[src/rtl/ika2151_so_deserializer_if.sv]
// Serial link between the IKA2151 core's DAC outputs and the deserializer, plus the parallel PCM results.
// The o_FRAME_ERR signal exists only when IKA2151_DESER_FRAMECHK_EN is defined.
interface ika2151_so_deserializer_if;
    logic        i_phi1_PCEN_n;
    logic        i_SO;
    logic        i_SH1;
    logic        i_SH2;
    logic [15:0] o_L;
    logic [15:0] o_R;
    logic        o_L_VALID;
    logic        o_R_VALID;
`ifdef IKA2151_DESER_FRAMECHK_EN
    logic        o_FRAME_ERR;

    modport master (output i_phi1_PCEN_n, i_SO, i_SH1, i_SH2,
                    input  o_L, o_R, o_L_VALID, o_R_VALID, o_FRAME_ERR);
    modport slave  (input  i_phi1_PCEN_n, i_SO, i_SH1, i_SH2,
                    output o_L, o_R, o_L_VALID, o_R_VALID, o_FRAME_ERR);
`else
    modport master (output i_phi1_PCEN_n, i_SO, i_SH1, i_SH2,
                    input  o_L, o_R, o_L_VALID, o_R_VALID);
    modport slave  (input  i_phi1_PCEN_n, i_SO, i_SH1, i_SH2,
                    output o_L, o_R, o_L_VALID, o_R_VALID);
`endif
endinterface

[src/rtl/ika2151_so_deserializer.sv]
// YM2151 floating-point DAC stream (SO/SH1/SH2) to two 16-bit signed PCM samples.
// Optional word-length checking with sticky error: define IKA2151_DESER_FRAMECHK_EN.
module ika2151_so_deserializer (
    input  logic                          i_EMUCLK,
    input  logic                          i_MRST_n,
    ika2151_so_deserializer_if.slave      bus
);
    logic [12:0]        r_sr;
    logic               r_sh1_d;
    logic               r_sh2_d;
    logic signed [15:0] r_l_p1;
    logic signed [15:0] r_r_p1;
    logic               r_l_vld_p1;
    logic               r_r_vld_p1;

    logic               w_strobe;
    logic               w_fall1;
    logic               w_fall2;
    logic               w_accept;
    logic [12:0]        w_word;
    logic signed [15:0] w_out;

    // Offset-binary mantissa to signed, then scale by the exponent; e == 0 means silence.
    function automatic logic signed [15:0] fp_to_pcm(input logic [12:0] w);
        logic signed [15:0] s16;
        logic [2:0]         e;
        s16 = {{6{~w[9]}}, ~w[9], w[8:0]};
        e   = w[12:10];
        if (e == 3'd0)
            return '0;
        return s16 <<< (e - 3'd1);
    endfunction

    assign w_strobe = ~bus.i_phi1_PCEN_n;
    assign w_word   = {bus.i_SO, r_sr[12:1]};
    assign w_fall1  = r_sh1_d & ~bus.i_SH1;
    assign w_fall2  = r_sh2_d & ~bus.i_SH2;
    assign w_out    = fp_to_pcm(w_word);

`ifdef IKA2151_DESER_FRAMECHK_EN
    logic [4:0] r_cnt;
    logic       r_frame_err;

    // cnt == 15 on the closing strobe means exactly 16 strobes since the previous close.
    assign w_accept        = (r_cnt == 5'd15);
    assign bus.o_FRAME_ERR = r_frame_err;
`else
    assign w_accept = 1'b1;
`endif

    always_ff @(posedge i_EMUCLK) begin
        if (!i_MRST_n) begin
            r_sr       <= '0;
            r_sh1_d    <= 1'b0;
            r_sh2_d    <= 1'b0;
            r_l_p1     <= '0;
            r_r_p1     <= '0;
            r_l_vld_p1 <= 1'b0;
            r_r_vld_p1 <= 1'b0;
`ifdef IKA2151_DESER_FRAMECHK_EN
            r_cnt       <= 5'd31;
            r_frame_err <= 1'b0;
`endif
        end else begin
            r_l_vld_p1 <= 1'b0;
            r_r_vld_p1 <= 1'b0;
            if (w_strobe) begin
                r_sr    <= w_word;
                r_sh1_d <= bus.i_SH1;
                r_sh2_d <= bus.i_SH2;
                if (w_fall1 && w_accept) begin
                    r_l_p1     <= w_out;
                    r_l_vld_p1 <= 1'b1;
                end
                if (w_fall2 && w_accept) begin
                    r_r_p1     <= w_out;
                    r_r_vld_p1 <= 1'b1;
                end
`ifdef IKA2151_DESER_FRAMECHK_EN
                if (w_fall1 || w_fall2) begin
                    r_cnt <= 5'd0;
                    if (!w_accept)
                        r_frame_err <= 1'b1;
                end else if (r_cnt != 5'd31) begin
                    r_cnt <= r_cnt + 5'd1;
                end
`endif
            end
        end
    end

    // Output stage: registered on the closing strobe, one EMUCLK after it.
    assign bus.o_L       = r_l_p1;
    assign bus.o_R       = r_r_p1;
    assign bus.o_L_VALID = r_l_vld_p1;
    assign bus.o_R_VALID = r_r_vld_p1;
endmodule

[src/flat_wrapper.sv]
// flat-port wrapper written by rule: the top's interface ports become plain ports
module ika2151_so_deserializer_flat 
  (i_EMUCLK, i_MRST_n, bus_i_phi1_PCEN_n, bus_i_SO, bus_i_SH1, bus_i_SH2, bus_o_L, bus_o_R, bus_o_L_VALID, bus_o_R_VALID);
  ika2151_so_deserializer_if bus_i ();
  input  logic i_EMUCLK;
  input  logic i_MRST_n;
  input wire logic [$bits(bus_i.i_phi1_PCEN_n)-1:0] bus_i_phi1_PCEN_n;
  input wire logic [$bits(bus_i.i_SO)-1:0] bus_i_SO;
  input wire logic [$bits(bus_i.i_SH1)-1:0] bus_i_SH1;
  input wire logic [$bits(bus_i.i_SH2)-1:0] bus_i_SH2;
  output wire logic [$bits(bus_i.o_L)-1:0] bus_o_L;
  output wire logic [$bits(bus_i.o_R)-1:0] bus_o_R;
  output wire logic [$bits(bus_i.o_L_VALID)-1:0] bus_o_L_VALID;
  output wire logic [$bits(bus_i.o_R_VALID)-1:0] bus_o_R_VALID;
  assign bus_i.i_phi1_PCEN_n = bus_i_phi1_PCEN_n;
  assign bus_i.i_SO = bus_i_SO;
  assign bus_i.i_SH1 = bus_i_SH1;
  assign bus_i.i_SH2 = bus_i_SH2;
  assign bus_o_L = bus_i.o_L;
  assign bus_o_R = bus_i.o_R;
  assign bus_o_L_VALID = bus_i.o_L_VALID;
  assign bus_o_R_VALID = bus_i.o_R_VALID;
  ika2151_so_deserializer u_core (.i_EMUCLK(i_EMUCLK), .i_MRST_n(i_MRST_n), .bus(bus_i));
endmodule
[config.mk]
export PLATFORM = sky130hd
export DESIGN_NAME = ika2151_so_deserializer_flat
export DESIGN_NICKNAME = d
export VERILOG_FILES = /design/src/rtl/ika2151_so_deserializer_if.sv /design/src/rtl/ika2151_so_deserializer.sv /design/src/flat_wrapper.sv
export SDC_FILE = /design/constraint.sdc
export NUM_CORES = 1
export LEC_CHECK = 0
export CORE_ASPECT_RATIO = 0.7
export CORE_UTILIZATION = 25
export CTS_BUF_LIST = sky130_fd_sc_hd__clkbuf_8
export CTS_CLUSTER_SIZE = 25
export DETAILED_ROUTE_END_ITERATION = 8
export HOLD_SLACK_MARGIN = 0.05
export SETUP_SLACK_MARGIN = 0.4
export SKIP_LAST_GASP = 1
export SYNTH_ARGS = -nofsm -noshare
export SYNTH_HDL_FRONTEND = slang
export SYNTH_SLANG_ARGS = --single-unit
[constraint.sdc]
create_clock -name i_EMUCLK -period 3.45 [get_ports i_EMUCLK]
set_clock_uncertainty 0.1 [all_clocks]
set_input_delay 0.69 -clock i_EMUCLK [delete_from_list [all_inputs] [get_ports i_EMUCLK]]
set_output_delay 0.69 -clock i_EMUCLK [all_outputs]
set_load 0.03 [all_outputs]
==> impl_metrics.py, run 1 <==
metrics = {
    "hold_path": {
        "hp-class": "reg -> reg",
        "min_path_cells": 2,
        "min_to": "u_core.bus.o_L[1]",
        "min_from": "u_core.bus.o_L[1]",
    },
    "floorplan": {
        "die_w_um": 111,
        "start_util": 0.263,
        "die_h_um": 78.6,
        "rows": 27,
        "coreArea_um2": 7970,
        "io_pins": 40,
        "dieArea_um2": 8750,
    },
    "power": {
        "p_total_uw": 1030,
        "p_clk_frac": 0.338,
        "irDropWorstVdd_v": 0.000148,
        "swShare": 0.270,
        "comb_power_share": 0.109,
        "powerDensity_nw_per_um2": 390,
        "switching_power_uw": 279,
        "power_frac_seq": 0.553,
        "p_leak_uw": 0.000958,
        "p_int_uw": 755,
    },
    "clock_network": {
        "clk_pin_slew_ns": 0.10,
        "cts_hold_buf": 0,
        "cts_tree": "yes",
        "cts_root_buf": "clkbuf_8",
        "cts_resized": 0,
        "cts.sinks": 48,
        "cts_buffers": 5,
        "postCtsSetupRepairBufs": 0,
        "insertion_delay_ns": 0.30,
        "htreeDepth": 2,
        "clock_path_buffers": 2,
    },
    "sta": {
        "setup_violations": 0,
        "period_minus_slack_ns": 2.58,
        "tns_ns": 0,
        "maxSlewViolCount": 0,
        "fin_crit_sh": 0.747,
        "worst_pin_slew_ns": 0.867,
        "hold_slack_ns": 0.364,
        "hold_viol_final": 0,
        "relSlewSlack": 0.420,
        "rsz0062_at_grt": "no",
        "fmax_mhz": 388,
    },
    "setup_path": {
        "crit_path_end_kind": "flip-flop",
        "timing.critical_path.cells": "inv_2 -> ha_1 -> mux2i_1 -> mux2i_1 -> a22oi_1 -> o21ai_0",
        "cp.required_ns": 3.55,
        "critPathSlowestCell": "ha_1",
        "reg2reg_to": "u_core.bus.o_R[10]",
        "critical_path_class": "reg -> reg",
        "cp.arrival_ns": 2.68,
        "reg2reg_depth": 6,
        "crit_fanout": 15,
        "crit_path_start_kind": "flip-flop",
        "critPathMaxStageDelay_ns": 0.71,
        "r2r_setup_slack_ns": 0.87,
        "crit_top_cell": "mux2i_1",
        "r2r-start": "u_core.r_sr[11]",
    },
    "yosys": {
        "syn_nets": 231,
        "synth_cells": 223,
        "synth_cell_types": 34,
        "syn_avg_cell_area_um2": 9.39,
        "synth_edf_count": 0,
        "synth_seq_cells": 48,
        "yosysWarningCount": 0,
        "synth_area_um2": 2090,
        "synthArstFlopShare": 0,
        "synth_ff_type": "dfxtp_1",
        "synth.yosys.seq_area_share": 0.459,
    },
    "global_route": {
        "antenna_found_initial": 0,
        "met1_usage": 0.178,
        "grt_use_total": 0.122,
        "grt_first_pass_wirelength_mm": 8.46,
        "grtUsageMet3": 0.0347,
        "grt_max_degree": 30,
        "grt_pass1_vias": 1675,
        "use_met2": 0.175,
        "grt_overflow_total": 0,
        "grt.busiest_layer": "met1",
    },
    "placement": {
        "finalWeightedCongestion": 0.832,
        "dp_hpwl_mm": 3.77,
        "numPortBuffers": 39,
    },
    "finish": {
        "insertedDiodeCount": 0,
        "layout_commonest_cell": "dfxtp_1",
        "nets": 265,
        "final_cell_mix": "dfxtp_1, clkdlybuf4s50_1, mux2i_1",
        "nFillCells": 836,
        "areaGrowthSynthToFinish_pct": 26.6,
        "drive_gt1_frac": 0.0775,
    },
    "run_status": {
        "violations": "design-rule violations",
        "status": "finished with violations",
    },
    "job": {
        "max-cap-violations": 0,
    },
    "route": {
        "first_pass_iters": 8,
        "avgViaCountPerCell": 4.70,
        "wl_mm": 5.08,
        "num_vias": 1686,
        "avgRoutedWirePerCell_um": 14.1,
        "drc": 10,
        "first_iter_violations": 131,
        "final_antenna_net_count": 0,
    },
}
-- power by group through the flow --
| stage | Sequential [uW] | Clock [uW] | Combinational (uW) |
|---|---|---|---|
| 2_1_floorplan | 598 | 0 | 66.0 |
| 5_1_grt | 573 | 375 | 122 |
| 3_5_place_dp | 585 | 0 | 112 |
| 4_1_cts | 572 | 357 | 112 |
| 3_3_place_gp | 585 | 0 | 111 |
| 6_report | 572 | 350 | 113 |
-- sequential cells by signal, summed over array words and instances, names as in the netlist --
name,flops
u_core.bus.o_R_VALID,1
u_core.r_sh1_d,1
u_core.r_sh2_d,1
u_core.bus.o_L,16
u_core.bus.o_L_VALID,1
u_core.r_sr,12
u_core.bus.o_R,16
-- per-layer routing --
layer	share of wire	vias up
li1	-	848
met1	0.54	792
met2	0.40	42
met3	0.056	4
met4	0.0047	0
met5	0	-
-- layout make-up --
type	count	area [um2]	share of cell area
Inverter	5	18.8	0.00708
Multi-Input combinational cell	153	1020	0.386
Timing Repair Buffer	44	428	0.161
Clock inverter	3	23.8	0.00897
Tap cell	101	126	0.0477
Sequential cell	48	961	0.363
Clock buffer	5	68.8	0.0260
-- logic make-up (layout without fill, tap and decap cells) --
family          Yosys count  in the layout  share of synthesized area
compound gates           67             67                      0.181
simple gates             52             52                      0.136
flops                    48             48                      0.459
mux                      32             32                      0.160
buf+inv                  22             57                     0.0520
fa+ha+maj                 2              2                     0.0120
-- metrics by stage --
stage	utilization	setup WS [ns]	instance area (um2)	instances
after global placement	0.321	0.963	2560	351
after detailed placement	0.321	0.886	2560	351
final	0.332	0.872	2650	359
after floorplan	-	1.39	2090	223
after global routing	0.332	0.625	2650	359
after CTS	0.332	0.871	2650	359
-- worst max path at each step --
stage               slack [ns]  depth (start not counted)                  to             from
detailed placement        0.89                          6  u_core.bus.o_R[10]  u_core.r_sr[11]
floorplan                 1.39                          9   u_core.bus.o_L[9]  u_core.r_sr[11]
CTS                       0.87                          6  u_core.bus.o_R[10]  u_core.r_sr[11]
global route              0.62                          6   u_core.bus.o_R[4]  u_core.r_sr[11]
global placement          0.96                          5   u_core.bus.o_L[3]         bus_i_SO
finish                    0.87                          6  u_core.bus.o_R[10]  u_core.r_sr[11]
-- worst max-delay path, delay by kind of cell, from the launching register on --
| family | cells | cell delay [ns] |
|---|---|---|
| buf+inv | 1 | 0.19 |
| compound gates | 2 | 0.38 |
| mux | 2 | 0.49 |
| fa+ha+maj | 1 | 0.71 |
| flops | 1 | 0.60 |
-- cells in the mapped netlist (5+ instances only) --
| master | count | area (um2) |
|---|---|---|
| buf_2 | 6 | 30.0 |
| nand3_1 | 7 | 35.0 |
| a22oi_1 | 7 | 52.6 |
| clkbuf_1 | 7 | 26.3 |
| a21oi_1 | 24 | 120 |
| nor2b_1 | 15 | 93.8 |
| a21boi_0 | 5 | 37.5 |
| nand2_1 | 16 | 60.1 |
| dfxtp_1 | 48 | 961 |
| o21ai_0 | 26 | 130 |
| mux2i_1 | 29 | 290 |
(Power assumes the default switching activity.)
==> inputs of run 2 (changes only) <==
Clock period 3.45 ns to 2.5 ns, I/O delays scaled along.
==> impl_metrics.py, run 2 (synthesis gave the netlist of run 1 again) <==
metrics = {
    "clock_network": {
        "postCtsSetupRepairBufs": 0,
        "clock_path_buffers": 2,
        "cts_hold_buf": 0,
        "cts_buffers": 5,
        "insertion_delay_ns": 0.30,
        "cts_tree": "yes",
        "clk_pin_slew_ns": 0.09,
        "cts.sinks": 48,
        "htreeDepth": 2,
        "cts_root_buf": "clkbuf_8",
    },
    "sta": {
        "hold_viol_final": 0,
        "setup_violations": 0,
        "period_minus_slack_ns": 1.98,
        "worst_pin_slew_ns": 0.381,
        "maxSlewViolCount": 0,
        "tns_ns": 0,
        "rsz0062_at_grt": "no",
        "fmax_mhz": 506,
        "relSlewSlack": 0.739,
        "fin_crit_sh": 0.791,
    },
    "finish": {
        "final_cells": 360,
        "final_cell_mix": "dfxtp_1, clkdlybuf4s50_1, mux2i_1",
        "drive_gt1_frac": 0.0811,
        "postLayoutCoreUtil": 0.335,
        "areaGrowthSynthToFinish_pct": 27.6,
        "fin_area_um2": 2670,
        "nets": 266,
        "layout_commonest_cell": "dfxtp_1",
        "nFillCells": 847,
        "insertedDiodeCount": 0,
    },
    "run_status": {
        "violations": "design-rule violations",
        "status": "finished with violations",
    },
    "route": {
        "avgRoutedWirePerCell_um": 13.7,
        "drc": 10,
        "first_pass_iters": 6,
        "first_iter_violations": 93,
        "num_vias": 1664,
        "final_antenna_net_count": 0,
        "avgViaCountPerCell": 4.62,
        "wl_mm": 4.94,
    },
    "global_route": {
        "grt_overflow_total": 0,
        "grt_pass1_vias": 1597,
        "grt_use_total": 0.120,
        "grt_first_pass_wirelength_mm": 8.31,
        "grt_max_degree": 49,
        "antenna_found_initial": 0,
    },
    "placement": {
        "dpl_cell_area_um2": 2560,
        "place_inst": 352,
        "finalWeightedCongestion": 0.834,
        "numPortBuffers": 39,
        "dp_hpwl_mm": 3.58,
    },
    "setup_path": {
        "cp.required_ns": 1.90,
        "crit_path_end_kind": "output port",
        "crit_path_start_kind": "flip-flop",
        "cp.arrival_ns": 1.38,
        "timing.critical_path.cells": "clkdlybuf4s50_1",
        "reg2reg_depth": 6,
        "critical_path_class": "reg -> out",
        "critPathMaxStageDelay_ns": 0.70,
        "path_delay_family": "buffers and inverters",
        "crit_fanout": 2,
        "critPathSlowestCell": "clkdlybuf4s50_1",
        "critical_path_buf_inv_count": 1,
        "crit_cells": 1,
    },
    "floorplan": {
        "start_util": 0.263,
        "rows": 27,
        "die_w_um": 111,
        "die_h_um": 78.6,
        "coreArea_um2": 7970,
        "io_pins": 40,
        "dieArea_um2": 8750,
    },
    "hold_path": {
        "min_path_cells": 2,
        "hp-class": "reg -> reg",
    },
    "power": {
        "p_leak_uw": 0.000978,
        "irDropWorstVdd_v": 0.000218,
        "powerDensity_nw_per_um2": 532,
    },
    "job": {
        "max-cap-violations": 0,
    },
}
## run 2: cell count changes in the layout (fill, tap and decap cells not counted), sizes merged
cell      change
buf           +1
clkinvlp      -2
clkbuf        +1
clkinv        -1
inv           +2
## run 2: metrics by stage
stage | hold WS (ns) | total power [uW] | worst slack (ns)
final | 0.362 | 1420 | 0.522
after global routing | 0.401 | 1480 | 0.413
after CTS | 0.368 | 1430 | 0.445
after detailed placement | 0.356 | 962 | 0.206
after global placement | 0.343 | 960 | 0.241
after floorplan | 0.389 | 916 | 0.442
## run 2: report_power, final
part	internal [uW]	switching (uW)	leakage [uW]
Clock	218	254	0.0000538
Sequential	779	8.47	0.000388
Combinational	68.5	92.5	0.000536
Total	1070	355	0.000978
## run 2: routing by layer
metal	global-route usage	routed length, um	vias up
met3	0.0363	287	5
met1	0.184	2730	764
met2	0.155	1890	38
met4	0.0311	29	0
met5	0	0	-
li1	-	-	857
## run 2: final timing paths
| kind | start | to | slack (ns) |
|---|---|---|---|
| max | u_core.bus.o_R[6] | bus_o_R[6] | 0.52 |
| min | u_core.bus.o_L[1] | u_core.bus.o_L[1] | 0.36 |
| max reg2reg | u_core.r_sr[11] | u_core.bus.o_R[7] | 0.57 |
| min reg2reg | u_core.bus.o_L[1] | u_core.bus.o_L[1] | 0.36 |
## run 2: layout make-up
| class | instances | area (um2) | area share |
|---|---|---|---|
| clock buffers | 6 | 82.6 | 0.0309 |
| flip-flops and latches | 48 | 961 | 0.360 |
| well taps | 101 | 126 | 0.0473 |
| multi-input cells | 153 | 1040 | 0.389 |
| inverters | 5 | 18.8 | 0.00703 |
| clock inverters | 2 | 7.51 | 0.00281 |
| repair buffers | 45 | 435 | 0.163 |
## run 2: repair_timing
item                       4_1_cts  5_1_grt
gates resized for setup          1        2
setup endpoints to repair       18       20
cloned                           0        0
pin swaps                        0        0
